[src/rtl/midi_pkg.sv]
// midi_pkg: shared definitions for the MIDI voice allocator slice.
//   - MIDI status nibbles and real-time threshold
//   - parser state encoding
//   - parsed command structure (kind, note, velocity)
package midi_pkg;

  localparam logic [3:0] NOTE_OFF     = 4'h8;
  localparam logic [3:0] NOTE_ON      = 4'h9;
  localparam logic [7:0] RT_THRESHOLD = 8'hF8;

  typedef enum logic [1:0] {
    S_STATUS = 2'd0,
    S_D1     = 2'd1,
    S_D2     = 2'd2
  } parse_state_t;

  typedef enum logic {
    CMD_NOTE_OFF = 1'b0,
    CMD_NOTE_ON  = 1'b1
  } cmd_kind_t;

  typedef struct packed {
    cmd_kind_t  kind;
    logic [6:0] note;
    logic [6:0] velocity;
  } midi_cmd_t;

  // Real-time bytes may appear anywhere in the stream and must be transparent.
  function automatic logic is_realtime(input logic [7:0] b);
    return b >= RT_THRESHOLD;
  endfunction

endpackage

[src/rtl/midi_msg_parser.sv]
// midi_msg_parser: turns the received MIDI byte stream into Note On/Off
// commands, honouring running status and skipping real-time bytes.
// Ports:
//   Clk, Rst_n   clock, synchronous active-low reset
//   byte_valid   one-cycle strobe for byte_data
//   byte_data    received MIDI byte
//   cmd_valid    combinational strobe in the cycle the velocity byte arrives
//   cmd          kind (from the status byte), note, raw velocity
module midi_msg_parser
  import midi_pkg::*;
#(
  parameter int MIDI_CHANNEL = 0,
  parameter bit OMNI         = 1'b0
) (
  input  logic       Clk,
  input  logic       Rst_n,
  input  logic       byte_valid,
  input  logic [7:0] byte_data,
  output logic       cmd_valid,
  output midi_cmd_t  cmd
);

  parse_state_t state, state_next;
  logic         run_valid, run_valid_next;
  cmd_kind_t    run_kind, run_kind_next;
  logic [6:0]   note_q, note_next;

  logic is_rt;
  logic chan_ok;
  logic is_note_status;

  assign is_rt          = is_realtime(byte_data);
  assign chan_ok        = OMNI || (byte_data[3:0] == 4'(MIDI_CHANNEL));
  assign is_note_status = chan_ok &&
                          ((byte_data[7:4] == NOTE_ON) || (byte_data[7:4] == NOTE_OFF));

  // State register, also holding running status and the latched note.
  always_ff @(posedge Clk) begin
    if (!Rst_n) begin
      state     <= S_STATUS;
      run_valid <= 1'b0;
      run_kind  <= CMD_NOTE_OFF;
      note_q    <= '0;
    end else begin
      state     <= state_next;
      run_valid <= run_valid_next;
      run_kind  <= run_kind_next;
      note_q    <= note_next;
    end
  end

  // Next-state logic; bytes are only consumed on strobe cycles and
  // real-time bytes leave everything untouched.
  always_comb begin
    state_next     = state;
    run_valid_next = run_valid;
    run_kind_next  = run_kind;
    note_next      = note_q;
    if (byte_valid && !is_rt) begin
      if (byte_data[7]) begin
        if (is_note_status) begin
          run_valid_next = 1'b1;
          run_kind_next  = (byte_data[7:4] == NOTE_ON) ? CMD_NOTE_ON : CMD_NOTE_OFF;
          state_next     = S_D1;
        end else begin
          run_valid_next = 1'b0;
          state_next     = S_STATUS;
        end
      end else begin
        case (state)
          S_STATUS: begin
            // A data byte with no status context is only usable via running status.
            if (run_valid) begin
              note_next  = byte_data[6:0];
              state_next = S_D2;
            end
          end
          S_D1: begin
            note_next  = byte_data[6:0];
            state_next = S_D2;
          end
          S_D2: begin
            state_next = S_D1;
          end
          default: state_next = S_STATUS;
        endcase
      end
    end
  end

  // Command output: valid exactly when the velocity byte completes a message.
  always_comb begin
    cmd_valid    = byte_valid && !byte_data[7] && (state == S_D2);
    cmd.kind     = run_kind;
    cmd.note     = note_q;
    cmd.velocity = byte_data[6:0];
  end

endmodule

[src/rtl/midi_voice_alloc.sv]
// midi_voice_alloc: parses MIDI Note On/Off and allocates held notes to
// NUM_VOICES stepper voices, stealing round-robin when all are busy.
// Optional macro VOICE_VELOCITY_EN adds the voice_vel output.
// Ports:
//   Clk, Rst_n     clock, synchronous active-low reset
//   byte_valid     one-cycle strobe for byte_data
//   byte_data      received MIDI byte
//   all_notes_off  level; silences every voice while high
//   voice_active   bit i high = voice i sounding
//   voice_note     note of voice i in bits [7i+6:7i]
//   voice_vel      (VOICE_VELOCITY_EN only) velocity of voice i
//   voice_update   pulse when voice outputs change (or on retrigger)
//   steal_event    pulse when a sounding voice was reassigned
module midi_voice_alloc
  import midi_pkg::*;
#(
  parameter int NUM_VOICES   = 4,
  parameter int MIDI_CHANNEL = 0,
  parameter bit OMNI         = 1'b0
) (
  input  logic                    Clk,
  input  logic                    Rst_n,
  input  logic                    byte_valid,
  input  logic [7:0]              byte_data,
  input  logic                    all_notes_off,
  output logic [NUM_VOICES-1:0]   voice_active,
  output logic [7*NUM_VOICES-1:0] voice_note,
`ifdef VOICE_VELOCITY_EN
  output logic [7*NUM_VOICES-1:0] voice_vel,
`endif
  output logic                    voice_update,
  output logic                    steal_event
);

  localparam int PTR_W = (NUM_VOICES > 1) ? $clog2(NUM_VOICES) : 1;

  logic      cmd_valid;
  midi_cmd_t cmd;

  midi_msg_parser #(
    .MIDI_CHANNEL (MIDI_CHANNEL),
    .OMNI         (OMNI)
  ) u_parser (
    .Clk        (Clk),
    .Rst_n      (Rst_n),
    .byte_valid (byte_valid),
    .byte_data  (byte_data),
    .cmd_valid  (cmd_valid),
    .cmd        (cmd)
  );

  logic [6:0]            notes [NUM_VOICES];
  logic [PTR_W-1:0]      steal_ptr;
  logic                  aon_q;

  logic                  note_on;
  logic                  note_off;
  logic [NUM_VOICES-1:0] match;
  logic                  hit;
  logic                  free_found;
  logic [PTR_W-1:0]      free_idx;
  logic [PTR_W-1:0]      alloc_idx;
  logic [PTR_W-1:0]      steal_ptr_next;

  // A Note On with zero velocity is treated as a Note Off.
  assign note_on  = cmd_valid && (cmd.kind == CMD_NOTE_ON) && (cmd.velocity != 7'd0);
  assign note_off = cmd_valid && !note_on;

  // Find voices holding the note and the lowest free voice.
  always_comb begin
    match      = '0;
    free_found = 1'b0;
    free_idx   = '0;
    for (int i = 0; i < NUM_VOICES; i++) begin
      match[i] = voice_active[i] && (notes[i] == cmd.note);
    end
    for (int i = NUM_VOICES - 1; i >= 0; i--) begin
      if (!voice_active[i]) begin
        free_found = 1'b1;
        free_idx   = PTR_W'(i);
      end
    end
  end

  assign hit            = |match;
  assign alloc_idx      = free_found ? free_idx : steal_ptr;
  assign steal_ptr_next = (steal_ptr == PTR_W'(NUM_VOICES - 1)) ? '0 : steal_ptr + 1'b1;

  // Voice state: all_notes_off overrides any command completing that cycle;
  // its pulse is edge-based so a held level reports only once.
  always_ff @(posedge Clk) begin
    if (!Rst_n) begin
      voice_active <= '0;
      steal_ptr    <= '0;
      aon_q        <= 1'b0;
      voice_update <= 1'b0;
      steal_event  <= 1'b0;
      for (int i = 0; i < NUM_VOICES; i++) begin
        notes[i] <= '0;
      end
    end else begin
      aon_q        <= all_notes_off;
      voice_update <= 1'b0;
      steal_event  <= 1'b0;
      if (all_notes_off) begin
        voice_active <= '0;
        voice_update <= !aon_q;
      end else if (note_on) begin
        voice_update <= 1'b1;
        if (!hit) begin
          voice_active[alloc_idx] <= 1'b1;
          notes[alloc_idx]        <= cmd.note;
          if (!free_found) begin
            steal_event <= 1'b1;
            steal_ptr   <= steal_ptr_next;
          end
        end
      end else if (note_off && hit) begin
        voice_active <= voice_active & ~match;
        voice_update <= 1'b1;
      end
    end
  end

`ifdef VOICE_VELOCITY_EN
  logic [6:0] vels [NUM_VOICES];

  // Velocity follows the note on allocation and is refreshed on retrigger.
  always_ff @(posedge Clk) begin
    if (!Rst_n) begin
      for (int i = 0; i < NUM_VOICES; i++) begin
        vels[i] <= '0;
      end
    end else if (!all_notes_off && note_on) begin
      if (hit) begin
        for (int i = 0; i < NUM_VOICES; i++) begin
          if (match[i]) begin
            vels[i] <= cmd.velocity;
          end
        end
      end else begin
        vels[alloc_idx] <= cmd.velocity;
      end
    end
  end

  for (genvar g = 0; g < NUM_VOICES; g++) begin : g_vel
    assign voice_vel[7*g +: 7] = vels[g];
  end
`endif

  for (genvar g = 0; g < NUM_VOICES; g++) begin : g_note
    assign voice_note[7*g +: 7] = notes[g];
  end

endmodule
[config.mk]
export PLATFORM = sky130hd
export DESIGN_NAME = midi_voice_alloc
export DESIGN_NICKNAME = d
export VERILOG_FILES = /design/src/rtl/midi_pkg.sv /design/src/rtl/midi_msg_parser.sv /design/src/rtl/midi_voice_alloc.sv
export SDC_FILE = /design/constraint.sdc
export NUM_CORES = 1
export LEC_CHECK = 0
export BUFFER_PORTS_ARGS = -buffer_cell sky130_fd_sc_hd__buf_2
export CAP_MARGIN = 10
export CORE_MARGIN = 10
export CORE_UTILIZATION = 55
export CTS_CLUSTER_SIZE = 14
export DETAILED_ROUTE_END_ITERATION = 12
export PLACE_DENSITY = 0.79
export SYNTH_ARGS = -nofsm -noshare
export SYNTH_HDL_FRONTEND = slang
export SYNTH_SLANG_ARGS = --single-unit
export TNS_END_PERCENT = 10
[constraint.sdc]
create_clock -name Clk -period 3.2 [get_ports Clk]
set_input_delay 0.64 -clock Clk [delete_from_list [all_inputs] [get_ports Clk]]
set_output_delay 0.64 -clock Clk [all_outputs]
set_load 0.03 [all_outputs]
==> reports/results.txt <==
status -> finished clean
Routed wire per std cell -> 17.8 um
Clock Path Buffers -> 2
DP Area -> 2620 um^2
P_leak -> 1.09 nW
Worst IR Drop VDD -> 0.000312 V
largest cells by area after synthesis -> edfxtp_1 (35%), dfxtp_1 (17%), xor2_1 (9.2%)
final setup fails -> 0
first-pass GRT wire length -> 9490 um
Synth top area share -> 35.3%
crit start category -> flip-flop
kind of critical path -> flip-flop to flip-flop
actual slew at the worst max-slew pin -> 0.739 ns
largest net degree at the start of global routing -> 33
design area -> 2730 um^2
antenna violations before repair -> 0
H-Tree Depth -> 2
clock-pin slew on the worst setup and hold paths -> 0.09 ns
area of the mapped netlist -> 2380 um^2
Inst Count DP -> 316
Critical Path End Type -> flip-flop
Design Power -> 1.22 mW
drt drc -> 0
drt first pass iters -> 4
input/output buffers -> 45
Setup Skew -> 0.00357 ns
Final Hold Fails -> 0
Setup TNS Final -> 0 ns
standard-cell rows -> 23
minimum clock period -> 2.59 ns
Seq/Total Area, Yosys -> 52.1%
ys flop type -> edfxtp_1
Power per Cell Area -> 447 nW/um^2
Yosys Warn Count -> 0
vias per inst -> 5.70
area leader, netlist -> edfxtp_1
Post-CTS Setup Inserts -> 0
Die H -> 85.8 um
vias in the first global route -> 1860
Synth async-reset ratio -> 0%
gr ovfl total -> 0
Detailed Route WL -> 5760 um
Syn-to-layout area delta -> 14.8%
Max Fanout on Critical Path -> 32
Slew headroom -> 50.5%
WP data required -> 3.33 ns
root buffer cell -> clkbuf_8
RSZ-0062 raised after global routing -> no
critical path arrival -> 2.72 ns
max frequency -> 386 MHz
most frequent cells after synthesis -> edfxtp_1 (28), xor2_1 (25), nor3_1 (23), nor2_1 (21)
total global-route track usage -> 15.9%
starting density of the core -> 58.3%
Synth Area per Inst -> 10.3 um^2
max-slew violations -> 0
CTS tree -> built
CTS sink cnt -> 48
nets@finish -> 286
number of synthesized flops with an enable pin -> 28
Hold Crit Class -> flip-flop to flip-flop
most frequent cell after synthesis -> edfxtp_1
share of layout cells above drive strength 1 -> 22.6%
post-detailed-placement half-perimeter wirelength -> 4320 um
Post-DRT Antenna Nets -> 0
final std cells w/o fill -> 324
GP Congestion -> 0.866
Synth Register Bits -> 48
DRT iter0 DRCs -> 156
syn_nets -> 245
via count -> 1847
Max Cap Viol -> 0
total CTS buffers -> 5
Post-CTS Hold Buffers -> 0
Yosys cell types -> 37
io pins -> 46
die area -> 7360 um^2
Die W -> 85.8 um
ANT cells -> 0
Final period util -> 81.0%
Gates resized, CTS repair -> 0
worst skew pair latency -> 0.31 ns
Core Area -> 4090 um^2
Cells after Synth -> 232
==> worst max-delay path, cell delays in order, from the launching register on <==
cell and delay, ns:
dfxtp_1 0.58, xor2_1 0.23, nor4_1 0.10, and3_1 0.21, nor4_4 0.35, nand3_2 0.53, nor3_1 0.39
==> flip-flops by register name (all words and copies together), names as in the netlist <==
signal,cells
steal_event,1
u_parser.note_q,7
notes,28
u_parser.run_valid,1
u_parser.run_kind,1
voice_update,1
voice_active,4
u_parser.state,2
aon_q,1
steal_ptr,2
==> final timing paths <==
path | slack, ns | to | depth (start not counted) | start
max | 0.61 | notes[2][2] | 6 | u_parser.note_q[6]
min | 0.45 | voice_update | 1 | aon_q
max reg2reg | 0.61 | notes[2][2] | 6 | u_parser.note_q[6]
min reg2reg | 0.45 | voice_update | 1 | aon_q
==> cells in the final DEF (no fill, tap or decap), drive strengths merged, types with 2 or more instances in the layout <==
cell type / netlist / routed
inv: 10 / 11
o21ai: 8 / 8
nor2b: 8 / 8
nor4: 5 / 5
and4: 3 / 3
nor2: 21 / 21
nand2: 20 / 20
o41ai: 3 / 3
o211ai: 4 / 4
nor3: 23 / 23
dfxtp: 20 / 20
mux2i: 10 / 10
xnor2: 3 / 3
nand3: 7 / 7
a21oi: 3 / 3
o31ai: 2 / 2
edfxtp: 28 / 28
buf: 11 / 50
xor2: 25 / 25
clkbuf: 5 / 6
==> report_power, final <==
group | internal [mW] | leakage (nW) | total [mW] | switching, mW
clock | 0.204 | 0.0530 | 0.427 | 0.223
sequential | 0.669 | 0.445 | 0.684 | 0.0159
combinational | 0.0370 | 0.592 | 0.110 | 0.0730
total | 0.910 | 1.09 | 1.22 | 0.312
==> cell families (layout without fill, tap and decap cells) <==
kind of cell	after synthesis	in the layout	share of synthesized area, %
mux	10	10	4.20
compound gates	25	25	7.20
simple gates	94	94	20.3
fa+ha+maj	1	1	0.525
flops	48	48	52.1
xor+xnor	28	28	10.3
buf+inv	26	68	5.36
==> routing by layer <==
metal | global-route usage, % | vias up | wire, um
li1 | - | 896 | -
met1 | 19.4 | 873 | 2440
met2 | 25.4 | 69 | 2750
met3 | 5.30 | 9 | 483
met4 | 5.54 | 0 | 79
met5 | 0 | - | 0
==> metrics by stage <==
step / hold slack, ns / worst slack, ns / util [%]
after floorplan: 0.399 / 0.411 / -
after global placement: 0.422 / 0.678 / 64.2
after detailed placement: 0.437 / 0.655 / 64.2
after CTS: 0.454 / 0.610 / 66.9
after global routing: 0.469 / 0.339 / 66.9
final: 0.448 / 0.607 / 66.9
==> cell type report <==
cell class / instances / area [um^2]
Sequential cell: 48 / 1240
Inverter: 10 / 37.5
Tap cell: 50 / 62.6
Timing Repair Buffer: 50 / 263
Clock inverter: 2 / 16.3
Clock buffer: 6 / 93.8
Multi-Input combinational cell: 158 / 1020
Fill cell: 346 / 1350
Power figures use the tool's default switching activity.
